File: config.mk
export PLATFORM = sky130hd
export DESIGN_NAME = aclk_timegen
export DESIGN_NICKNAME = d
export VERILOG_FILES = /design/src/rtl/aclk_timegen.sv
export SDC_FILE = /design/constraint.sdc
export NUM_CORES = 1
export LEC_CHECK = 0
export CORE_UTILIZATION = 45
export CTS_CLUSTER_SIZE = 10
export DETAILED_ROUTE_END_ITERATION = 8
export PLACE_DENSITY = 0.73
export SLEW_MARGIN = 20
export SYNTH_ARGS = -nofsm -noshare
export SYNTH_HDL_FRONTEND = slang
export SYNTH_SLANG_ARGS = --single-unit
File: constraint.sdc
create_clock -name clk -period 2.2 [get_ports clk]
set_input_delay 0.66 -clock clk [delete_from_list [all_inputs] [get_ports clk]]
set_output_delay 0.66 -clock clk [all_outputs]
set_load 0.005 [all_outputs]
File: src/rtl/aclk_timegen.sv
// aclk_timegen: time base for the alarm clock.
// A prescaler divides clk down to a one-cycle one_second pulse. A 0..59
// seconds counter turns that into a one_minute pulse, and each one_minute
// pulse advances a 24-hour BCD time (hh:mm). The time can be loaded from
// four BCD digits. Loads that are out of range are rejected with a
// one-cycle load_err pulse.
//
// Ports
//   clk           system clock
//   rst           synchronous active-high reset (time -> 00:00)
//   reset_count   clears prescaler and seconds, suppresses pulses
//   load_new_c    level-sensitive load of new_* digits (reloads every cycle)
//   fast_watch    one_minute fires on every one_second
//   new_ms_hr, new_ls_hr, new_ms_min, new_ls_min   BCD load digits
//   one_second    one-cycle pulse per second
//   one_minute    one-cycle pulse per minute (per second in fast_watch)
//   ms_hr, ls_hr, ms_min, ls_min   current time, BCD
//   load_err      one-cycle pulse on a rejected load
module aclk_timegen #(
   parameter int CLK_PER_SEC = 256
) (
   input  logic       clk,
   input  logic       rst,
   input  logic       reset_count,
   input  logic       load_new_c,
   input  logic       fast_watch,
   input  logic [3:0] new_ms_hr,
   input  logic [3:0] new_ls_hr,
   input  logic [3:0] new_ms_min,
   input  logic [3:0] new_ls_min,
   output logic       one_second,
   output logic       one_minute,
   output logic [3:0] ms_hr,
   output logic [3:0] ls_hr,
   output logic [3:0] ms_min,
   output logic [3:0] ls_min,
   output logic       load_err
);

   localparam logic [15:0] PRE_MAX = 16'(CLK_PER_SEC - 1);

   logic [15:0] prescale;
   logic [5:0]  seconds;

   logic       tick;
   logic       min_inc;
   logic       hr_ok;
   logic       min_ok;
   logic       load_valid;
   logic [3:0] nxt_ms_hr;
   logic [3:0] nxt_ls_hr;
   logic [3:0] nxt_ms_min;
   logic [3:0] nxt_ls_min;

   // reset_count holds the prescaler at 0, so no tick can happen while it is high
   assign tick    = !reset_count && (prescale == PRE_MAX);
   assign min_inc = tick && ((seconds == 6'd59) || fast_watch);

   // Hours 00..19 allow any ls_hr digit 0..9; hour 2x only allows 20..23
   assign hr_ok      = ((new_ms_hr < 4'd2) && (new_ls_hr <= 4'd9)) ||
                       ((new_ms_hr == 4'd2) && (new_ls_hr <= 4'd3));
   assign min_ok     = (new_ms_min <= 4'd5) && (new_ls_min <= 4'd9);
   assign load_valid = hr_ok && min_ok;

   // BCD increment of hh:mm with carries and 23:59 -> 00:00 wrap
   always_comb begin
      nxt_ms_hr  = ms_hr;
      nxt_ls_hr  = ls_hr;
      nxt_ms_min = ms_min;
      nxt_ls_min = ls_min;
      if (ls_min != 4'd9) begin
         nxt_ls_min = ls_min + 4'd1;
      end else begin
         nxt_ls_min = 4'd0;
         if (ms_min != 4'd5) begin
            nxt_ms_min = ms_min + 4'd1;
         end else begin
            nxt_ms_min = 4'd0;
            if ((ms_hr == 4'd2) && (ls_hr == 4'd3)) begin
               nxt_ms_hr = 4'd0;
               nxt_ls_hr = 4'd0;
            end else if (ls_hr == 4'd9) begin
               nxt_ls_hr = 4'd0;
               nxt_ms_hr = ms_hr + 4'd1;
            end else begin
               nxt_ls_hr = ls_hr + 4'd1;
            end
         end
      end
   end

   always_ff @(posedge clk) begin
      if (rst) begin
         prescale   <= '0;
         seconds    <= '0;
         one_second <= 1'b0;
         one_minute <= 1'b0;
         load_err   <= 1'b0;
         ms_hr      <= '0;
         ls_hr      <= '0;
         ms_min     <= '0;
         ls_min     <= '0;
      end else begin
         if (reset_count) begin
            prescale <= '0;
            seconds  <= '0;
         end else if (tick) begin
            prescale <= '0;
            seconds  <= (seconds == 6'd59) ? 6'd0 : seconds + 6'd1;
         end else begin
            prescale <= prescale + 16'd1;
         end
         one_second <= tick;
         one_minute <= min_inc;
         load_err   <= load_new_c && !load_valid;

         // Any load request (valid or not) swallows a coincident minute increment
         if (load_new_c) begin
            if (load_valid) begin
               ms_hr  <= new_ms_hr;
               ls_hr  <= new_ls_hr;
               ms_min <= new_ms_min;
               ls_min <= new_ls_min;
            end
         end else if (min_inc) begin
            ms_hr  <= nxt_ms_hr;
            ls_hr  <= nxt_ls_hr;
            ms_min <= nxt_ms_min;
            ls_min <= nxt_ls_min;
         end
      end
   end

endmodule

**Word level (Yosys, flattened, before mapping)**

Index checks and enable logic that the tools add are counted.

- ROM bits: 0
- Memories kept: 0
- Bits in registers: 41
- Latch bits: 0
- Output and inout port bits: 19
- Memory bits (writable): 0

- Order comparisons: 5
- Reductions and logical operators: 20
- Multiply operators: 0
- Shifts and indexed selects: 0
- Equality and inequality tests: 11
- Add/sub/neg operators: 6
- Bitwise operators: 0
- Divide/modulo/power cells: 0
- Muxes and demuxes: 24

Operators with widths:

| kind | count |
|---|---|
| $mux W4 | 23 |
| $add A16 B1 Y16 const B | 1 |
| $add A4 B1 Y4 const B | 4 |
| $eq A16 B8 Y1 const B | 1 |
| $eq A4 B2 Y1 const B | 3 |
| $le A4 B4 Y1 const B | 2 |
| $logic_and A1 B1 Y1 | 8 |
| $add A6 B1 Y6 const B | 1 |
| $eq A6 B6 Y1 const B | 1 |
| $mux W6 | 1 |
| $reduce_and A5 Y1 | 1 |
| $eq A4 B4 Y1 const B | 1 |
| $le A4 B2 Y1 const B | 1 |
| $le A4 B3 Y1 const B | 1 |
| $lt A4 B2 Y1 const B | 1 |
| $ne A2 B2 Y1 const B | 2 |
| $ne A4 B3 Y1 const B | 1 |
| $ne A4 B4 Y1 const B | 1 |
| $reduce_and A4 Y1 | 1 |
| $reduce_and A3 Y1 | 1 |
| $reduce_bool A3 Y1 | 1 |
| $reduce_or A3 Y1 | 1 |
| $logic_not A1 Y1 | 2 |
| $logic_or A1 B1 Y1 | 2 |
| other kinds (4) | 4 |

**Depth between registers and ports, before layout**

Gate-level depths: netlist of the first run.

- Word-level depth: 7
- Mapped depth: 7
- Gate-level depth less buffers: 7

**Worst setup path after synthesis of the first run**

No wires, ideal clock.

- Kind: input -> register
- Start: in reset_count
- End: reg ms_min[0]
- Path slack: -0.003 ns
- Arrival time: 2.083 ns
- Path buffers: 1
- Stages on the path: 6
- Path through: nor3_1 nand4_1 or4_1 buf_2 and3_4 o31a_1

- Cells in the longest elaborated chain, start to end: 5

RTL lines:

| item | RTL line | RTL |
|---|---|---|
| start: declaration | 24 | `input logic reset_count,` |
| $logic_not A1 Y1 | 56 | `assign tick = !reset_count && (prescale == PRE_MAX);` |
| $logic_and A1 B1 Y1 | 56 |  |
| $logic_and A1 B1 Y1 | 57 | `assign min_inc = tick && ((seconds == 6'd59) \|\| fast_watch);` |
| $reduce_bool A2 Y1 (no source line) | -- |  |
| $reduce_and A3 Y1 (no source line) | -- |  |
| end signal: assignment | 122 | `ms_min <= new_ms_min;` |
| end signal: assignment | 128 | `ms_min <= nxt_ms_min;` |
| end: declaration | 35 | `output logic [3:0] ms_min,` |

Every way passes these cells.
A chain may end at the register's enable or synchronous reset.

**Worst setup path in the final report of the first run**

- Start: in new_ms_min[1]
- End: reg ls_min[2]

- Cells in the longest elaborated chain, start to end: 5

RTL lines:

| item | RTL line | RTL |
|---|---|---|
| start: declaration | 29 | `input logic [3:0] new_ms_min,` |
| $le A4 B3 Y1 | 62 | `assign min_ok = (new_ms_min <= 4'd5) && (new_ls_min <= 4'd9);` |
| $logic_and A1 B1 Y1 | 62 |  |
| $logic_and A1 B1 Y1 | 63 | `assign load_valid = hr_ok && min_ok;` |
| $ne A2 B1 Y1 (no source line) | -- |  |
| $reduce_and A2 Y1 (no source line) | -- |  |
| end signal: assignment | 123 | `ls_min <= new_ls_min;` |
| end signal: assignment | 129 | `ls_min <= nxt_ls_min;` |
| end: declaration | 36 | `output logic [3:0] ls_min,` |

Every way passes these cells.

==> results of run 1 <==
==> kinds of logic (layout without fill, tap and decap cells) <==
group / Yosys count / count (layout) / share of synthesized area
simple gates: 129 / 129 / 0.309
compound gates: 55 / 55 / 0.159
flops: 41 / 41 / 0.365
buf+inv: 22 / 100 / 0.0373
xor+xnor: 19 / 19 / 0.0740
fa+ha+maj: 6 / 6 / 0.0334
mux: 5 / 5 / 0.0228
==> layout make-up <==
type                    count  area (µm²)
flip-flops and latches     41         821
clock inverters             3        65.1
inverters                   8        30.0
multi-input cells         214        1410
repair buffers             84         749
clock buffers               5        68.8
fillers                   408        1530
well taps                  67        83.8
==> cells in the mapped netlist, types with 2 or more instances <==
library cell	count
sky130_fd_sc_hd__o21ai_0	13
sky130_fd_sc_hd__nand4bb_1	2
sky130_fd_sc_hd__and3_1	7
sky130_fd_sc_hd__nand4_1	10
sky130_fd_sc_hd__inv_1	8
sky130_fd_sc_hd__nand2_1	23
sky130_fd_sc_hd__dfxtp_1	41
sky130_fd_sc_hd__and2_1	2
sky130_fd_sc_hd__o221ai_1	2
sky130_fd_sc_hd__nand3_1	16
sky130_fd_sc_hd__nand2b_1	2
sky130_fd_sc_hd__nor2_1	30
sky130_fd_sc_hd__nor3b_1	2
sky130_fd_sc_hd__a211oi_1	2
sky130_fd_sc_hd__nor3_1	14
sky130_fd_sc_hd__xor2_1	10
sky130_fd_sc_hd__a221oi_1	2
sky130_fd_sc_hd__ha_1	6
sky130_fd_sc_hd__mux2i_1	4
sky130_fd_sc_hd__o32ai_1	4
sky130_fd_sc_hd__o31ai_1	2
sky130_fd_sc_hd__nor2b_1	4
sky130_fd_sc_hd__clkbuf_1	12
sky130_fd_sc_hd__a31oi_1	2
sky130_fd_sc_hd__xnor2_1	9
sky130_fd_sc_hd__a21oi_1	15
sky130_fd_sc_hd__o41ai_1	2
sky130_fd_sc_hd__nor4_1	3
sky130_fd_sc_hd__and4_1	2
==> placed cells by master, fill, tap and decap left out, drive strengths merged, types with 3 or more instances in the layout <==
cell type,instances
nor3,14
a21oi,15
inv,8
xor2,10
mux2i,4
clkdlybuf4s50,36
and4,3
and3,9
xnor2,9
dlymetal6s2s,3
nand3,16
o32ai,4
dfxtp,41
clkbuf,5
ha,6
nand4,11
nand2,23
nor2b,4
nor4,3
o21ai,14
buf,45
nor2,30
==> worst paths after layout <==
check	startpoint	endpoint	slack, ns	depth (start not counted)
max	new_ms_min[1]	ls_min[2]	0.05	7
min	prescale[0]	prescale[0]	0.44	1
max reg2reg	ms_hr[0]	ms_hr[1]	0.13	7
min reg2reg	prescale[0]	prescale[0]	0.44	1
==> metal layers <==
metal,global-route usage,up-vias,wire length (µm)
met2,0.374,85,2810
met1,0.332,1097,2920
li1,-,1167,-
met5,0,-,0
met4,0.0806,0,82
met3,0.0594,7,365
==> power breakdown <==
part           internal (mW)  switching (mW)
combinational         0.0862          0.0743
clock                  0.451           0.267
sequential             0.745         0.00315
total                   1.28           0.344
==> worst max-delay path: stages <==
cell and delay (ns):
sky130_fd_sc_hd__clkdlybuf4s50_1 0.44, sky130_fd_sc_hd__a2111oi_2 0.31, sky130_fd_sc_hd__and4_1 0.28, sky130_fd_sc_hd__and2_4 0.19, sky130_fd_sc_hd__buf_4 0.13, sky130_fd_sc_hd__o21ai_0 0.07
sky130_fd_sc_hd__a221oi_1 0.29
==> registers in the layout, summed over array words and instances, names as in the netlist <==
signal and cells:
load_err 1, ls_hr 4, ls_min 4, ms_hr 4
ms_min 4, one_minute 1, one_second 1, prescale 16
seconds 6
==> per-stage QoR <==
step | setup TNS (ns) | std cells | util | instance area (µm²)
global route | -0.208 | 422 | 0.678 | 3220
floorplan | 0 | 277 | - | 2250
CTS | -0.0400 | 420 | 0.666 | 3170
finish | 0 | 422 | 0.678 | 3220
global placement | -5.89 | 412 | 0.633 | 3010
detailed placement | -6.93 | 412 | 0.633 | 3010
==> repair_timing <==
action	in CTS	in global routing
pin swaps	2	4
gates resized for setup	5	13
buffers inserted	0	1
hold buffers	0	0
cloned	0	1
setup endpoints to repair	13	13
==> summary by stage, run 1 <==
Outcome
The run finished with clean final reports.

STA
Clock skew on the completed layout was measured at between 0.007 and 0.008 ns. The final hold slack is 0.438 ns. Setup violations remaining at the end of the flow were counted as 0. The final worst-path cycle share is 0.978. At the pin with the least slew margin, the transition time is between 0.5 and 0.6 ns. The least setup slack across all paths after layout is slightly below 0.05 ns. The final-report hold violation count was 0. The shortest period the worst path allows is between 2 and 2.5 ns. The maximum clock rate is 465 MHz. The headroom to the max-slew limit is 0.608. The number of pins with negative max-slew slack in the final report is 0.

Critical path
The setup path with the least slack is of type primary input to register. The required arrival time at the worst endpoint is 2.41 ns. STA classifies the critical path startpoint as a primary input. Along the worst path, the maximum fanout reaches 4. The kind of capture point of the worst setup path is a register. The data arrival time of the critical path is approximately 2.4 ns.

Worst hold path
The worst hold-check path type is register to register.

Clock network
The largest buffer count on any clock path is 2. The clock edge transition at the registers on the reported setup and hold paths is 0.08 ns. Clock tree synthesis selected as its root buffer the cell sky130_fd_sc_hd__clkbuf_8. The clock buffer count from CTS is 5.

Clock tree synthesis found a total of 41 sinks. The H-tree was split into 2 levels. The TritonCTS clock tree is yes.

The clock latency on the worst-skew pair is ~0.3 ns.

Flow run
The total of max-cap violations is 0.

Layout
The number of nets in the finished design is about 380. The number of antenna diodes in the final layout is 0. In the final layout, the share of cells above drive strength 1 is 0.203. Relative to the synthesized area, the layout overhead comes to 43.4%.

Logic synthesis
Ranked by total cell area, the synthesized netlist is headed by sky130_fd_sc_hd__dfxtp_1 (37%), sky130_fd_sc_hd__nor2_1 (5.0%), sky130_fd_sc_hd__xor2_1 (3.9%). Counting flops and latches in the post-synthesis netlist gives slightly above 40. The share of the Yosys chip area taken by registers is 0.365.

The share of synthesized area in the top cell type comes to 0.365. The proportion of synthesized flip-flops having asynchronous set or reset is 0. The total of warnings raised by yosys is 0.

The number of unique standard cell types used by synthesis is 55. Counting every instance in the synthesized netlist gives 277. The top cell type by total area after synthesis is sky130_fd_sc_hd__dfxtp_1. The number of enable flip-flop cells after synthesis is 0. The average footprint of a synthesized cell is between 8 and 9 µm².

After synthesis the cells add up to around 2200 µm². The net count of the mapped netlist is 304. Among all flip-flop cells after synthesis, the most frequent one is sky130_fd_sc_hd__dfxtp_1.

Die
The initial cell density of the core is 0.473. After floorplanning, the core was divided into 25 placement rows. The core area is ~4800 µm². The vertical die dimension is 72.7 µm. The overall die width is a little over 70 µm. The I/O pin count is 40. The die covers 5280 µm².

Power
The cell leakage power is about 1.3 nW. VDD sags by at most 446 µV. The power density over cell area is approximately 500 nW/µm². The completed layout was analyzed and its total power is approximately 1.6 mW.

Placement
Detailed placement finished with a half-perimeter wire length of about 4.5 mm. The count of input and output buffers is 39. OpenSTA, run right after detailed placement, puts the worst setup slack at -0.414 ns. The weighted congestion at the end of routability-driven global placement is 0.880.

Detailed routing
In this run the remaining antenna-violating nets after routing total 0. The first detailed-routing pass ran for 4 iterations. The total number of vias is 2356. The detailed router finished its first iteration with roughly 150 violations. In the final routed layout, each cell accounts on average for around 15 µm. The average vias per placed instance is 5.58.

After detailed routing, the total wire length is approximately 6.2 mm. The number of remaining DRC errors is 0.

GRT
The first global-routing pass estimated ~10 mm of wire. Entering global routing, the biggest net connects 16 pins. Across every metal layer, demand over resource in global routing totals 0.242.

The total grt overflow is 0. The number of global-route vias before repair is between 2000 and 2500. The initial antenna violation count was 0.
Power figures use the tool's default switching activity.
==> inputs of run 2 (changes only) <==
CORE_MARGIN = 5   (was not set)
CTS_CLUSTER_SIZE = not set   (was 10)
==> summary by stage, run 2 (synthesized netlist as in run 1, its figures left out) <==
Critical path
STA classifies the critical path endpoint as a register. The required arrival time at the worst endpoint is 2.37 ns (-0.04 ns). The count of buffer and inverter cells on the critical path is 3 (+1). On the critical path, the stage with the largest delay is an instance of sky130_fd_sc_hd__clkdlybuf4s50_1.

The delay contributed by the slowest stage of the critical path was 0.46 ns (+0.02 ns). The type of the setup path with the least slack is primary input to register. The data arrival time of the critical path was 2.35 ns (about the same). The signal on the critical path passes through clkdlybuf4s50_1 > o21ai_0 > and4_1 > buf_4 > nand2_1 > buf_4 > o21ai_0 > a221oi_2.

The largest driver fanout on the critical path is 14 (+10). The worst setup path is launched from a primary input. The top cell family by delay on the critical path is buffers and inverters.

Layout
The largest registers in the layout are prescale (16), seconds (6). The flip-flop count of the largest register after layout is 16 (unchanged). In the layout the commonest cells are sky130_fd_sc_hd__dfxtp_1 (41), sky130_fd_sc_hd__buf_4 (39), sky130_fd_sc_hd__clkdlybuf4s50_1 (34). The final cell utilization of the core was 0.649 (-0.0290).

The share of final-layout standard cells stronger than drive strength 1 is 0.175 (-0.0275). The final antenna diode count is 0 (unchanged). The number of nets in the finished design came to 376 (-1.3%). The most common cell after layout, fill and taps aside is sky130_fd_sc_hd__dfxtp_1. The finished layout cell area was 3110 µm² (-3.6%). The register name with the most flops is prescale. The number of standard cells in the layout, taps in and fillers out is 415 (-1.7%). Compared with the post-synthesis result, the final layout area differs by 38.2%.

Clock network
The clock latency on the worst-skew pair is 0.30 ns (about the same). The TritonCTS sink count was 41 (unchanged). TritonCTS built the clock tree. The clock buffer count from CTS was 5 (unchanged). The clock edge transition at the registers on the reported setup and hold paths came to 0.08 ns (about the same). The tree is rooted in a sky130_fd_sc_hd__clkbuf_8. The total of hold buffers inserted after clock tree synthesis is 0 (unchanged). The H-tree depth came to 2 (unchanged). The largest buffer count on any clock path was 2 (unchanged).

GRT
The global-route wire length before repair is 9.97 mm (+0.34%). The maximum number of pins on one net before global-route repair is 16 (unchanged). The initial antenna violation count is 0 (unchanged). The number of global-route vias before repair is 2134 (-1.7%). The total grt overflow is 0 (unchanged). The total track usage is 0.195 (-0.0476).

Detailed routing
The remaining antenna violation count is 0 (unchanged). The routed wire length is 6.13 mm (-0.94%). The total number of vias is 2295 (-2.6%). The average vias per placed instance is 5.53 (-0.95%).

The number of detailed-routing iterations run before antenna repair is 4 (unchanged). The starting DRC count in detailed routing came to 151 (-1.9%). The per-cell routed wire length is 14.8 µm (+0.73%). The number of remaining DRC errors is 0 (unchanged).

Die
The overall die width came to 80.7 µm (+11%). The I/O pin count is 40 (unchanged). The core area is 4790 µm² (+0.66%). The die area is 6510 µm² (+23%).

The vertical die dimension came to 80.7 µm (+11%). The total number of placement rows is 25 (unchanged). The initial cell density of the core is 0.470 (-0.00309).

Power
The largest voltage drop on the vdd net was 249 µV (-44%). The cell-internal power is 1.04 mW (-19%). The part of the total power dissipated in combinational logic is 0.113 (+0.014). The share of total power in sequential cells is 0.547 (+0.087). The switching part of the total came to 0.242 (+0.0302). The power density over cell area came to 440 nW/µm² (-13%). The clock power share is 0.340 (-0.101). The final total power is 1.37 mW (-16%). The switching power came to 331 µW (-3.9%). The cell leakage power is 1.22 nW (-3.7%).

STA
The final worst-path cycle share is 0.989 (+0.0105). The total setup violations reported at the end of the flow is 0 (unchanged). The number of pins with negative max-slew slack in the final report is 0 (unchanged). The transition time at the pin with the least slew margin is 0.589 ns (+0.00806 ns). The maximum clock rate is 460 MHz (-1.1%). The shortest period the worst path allows was 2.17 ns (+0.0231 ns). The final-report hold violation count is 0 (unchanged). The headroom to the max-slew limit was 0.602 (-0.00545).

The worst clock skew is 0.00615 ns (-0.000933 ns).

Worst hold path
The min-delay analysis places its worst path in the category register to register.

Placement
The instance count after placement with tap cells included is 407 (-1.2%). The cell area after placement came to 2970 µm² (-1.2%). The weighted congestion at the end of routability-driven global placement is 0.903 (+2.6%).

The count of input and output buffers is 39 (unchanged). The post-detailed-placement half-perimeter wirelength came to 4.54 mm (+0.76%).

Outcome
The flow ran to the end, and the final reports show no timing, DRC or antenna violations.

Flow run
The total of max-cap violations came to 0 (unchanged).
[run 2: cell count changes in the layout (fill, tap and decap cells not counted), sizes merged]
cell / before / now
bufinv: 2 / 0
clkdlybuf4s50: 36 / 34
dlymetal6s2s: 3 / 5
buf: 45 / 40
[run 2: cell type report]
class	count	area (µm²)
multi-input combinational	214	1380
clock buffer	5	68.8
clock inverter	1	5.00
timing repair buffer	79	716
sequential	41	821
tap	67	83.8
fill	438	1680
inverter	8	30.0
[run 2: path summary, 6_finish.rpt]
path / cells after the start / endpoint / slack [ns] / start
max: 8 / ls_min[2] / 0.03 / new_ls_hr[2]
min: 1 / prescale[0] / 0.45 / prescale[0]
min reg2reg: 1 / prescale[0] / 0.45 / prescale[0]
max reg2reg: 6 / ms_min[0] / 0.11 / prescale[0]
[run 2: timing repair]
action | CTS | global route
resized for setup | 4 | 11
setup endpoints to repair | 9 | 12
pin swaps | 2 | 7
setup buffers | 1 | 1
[run 2: layer usage]
metal	up-vias	track usage	routed length, µm
li1	1155	-	-
met1	1064	0.278	2990
met2	71	0.296	2710
met3	5	0.0370	353
met4	0	0.0557	69
met5	-	0	0
[run 2: through the flow]
stage	setup slack (ns)	TNS (ns)	hold slack [ns]
floorplan	0.0745	0	0.413
detailed placement	-0.414	-6.19	0.441
global placement	-0.336	-5.97	0.430
finish	0.0253	0	0.452
CTS	0.0109	0	0.452
global route	-0.0392	-0.0550	0.462
[run 2: power groups by stage]
stage	Sequential, mW	Combinational (mW)	Clock, mW
floorplan	0.766	0.0528	0
global placement	0.766	0.145	0
detailed placement	0.766	0.145	0
CTS	0.749	0.148	0.470
global route	0.749	0.167	0.511
finish	0.749	0.154	0.465
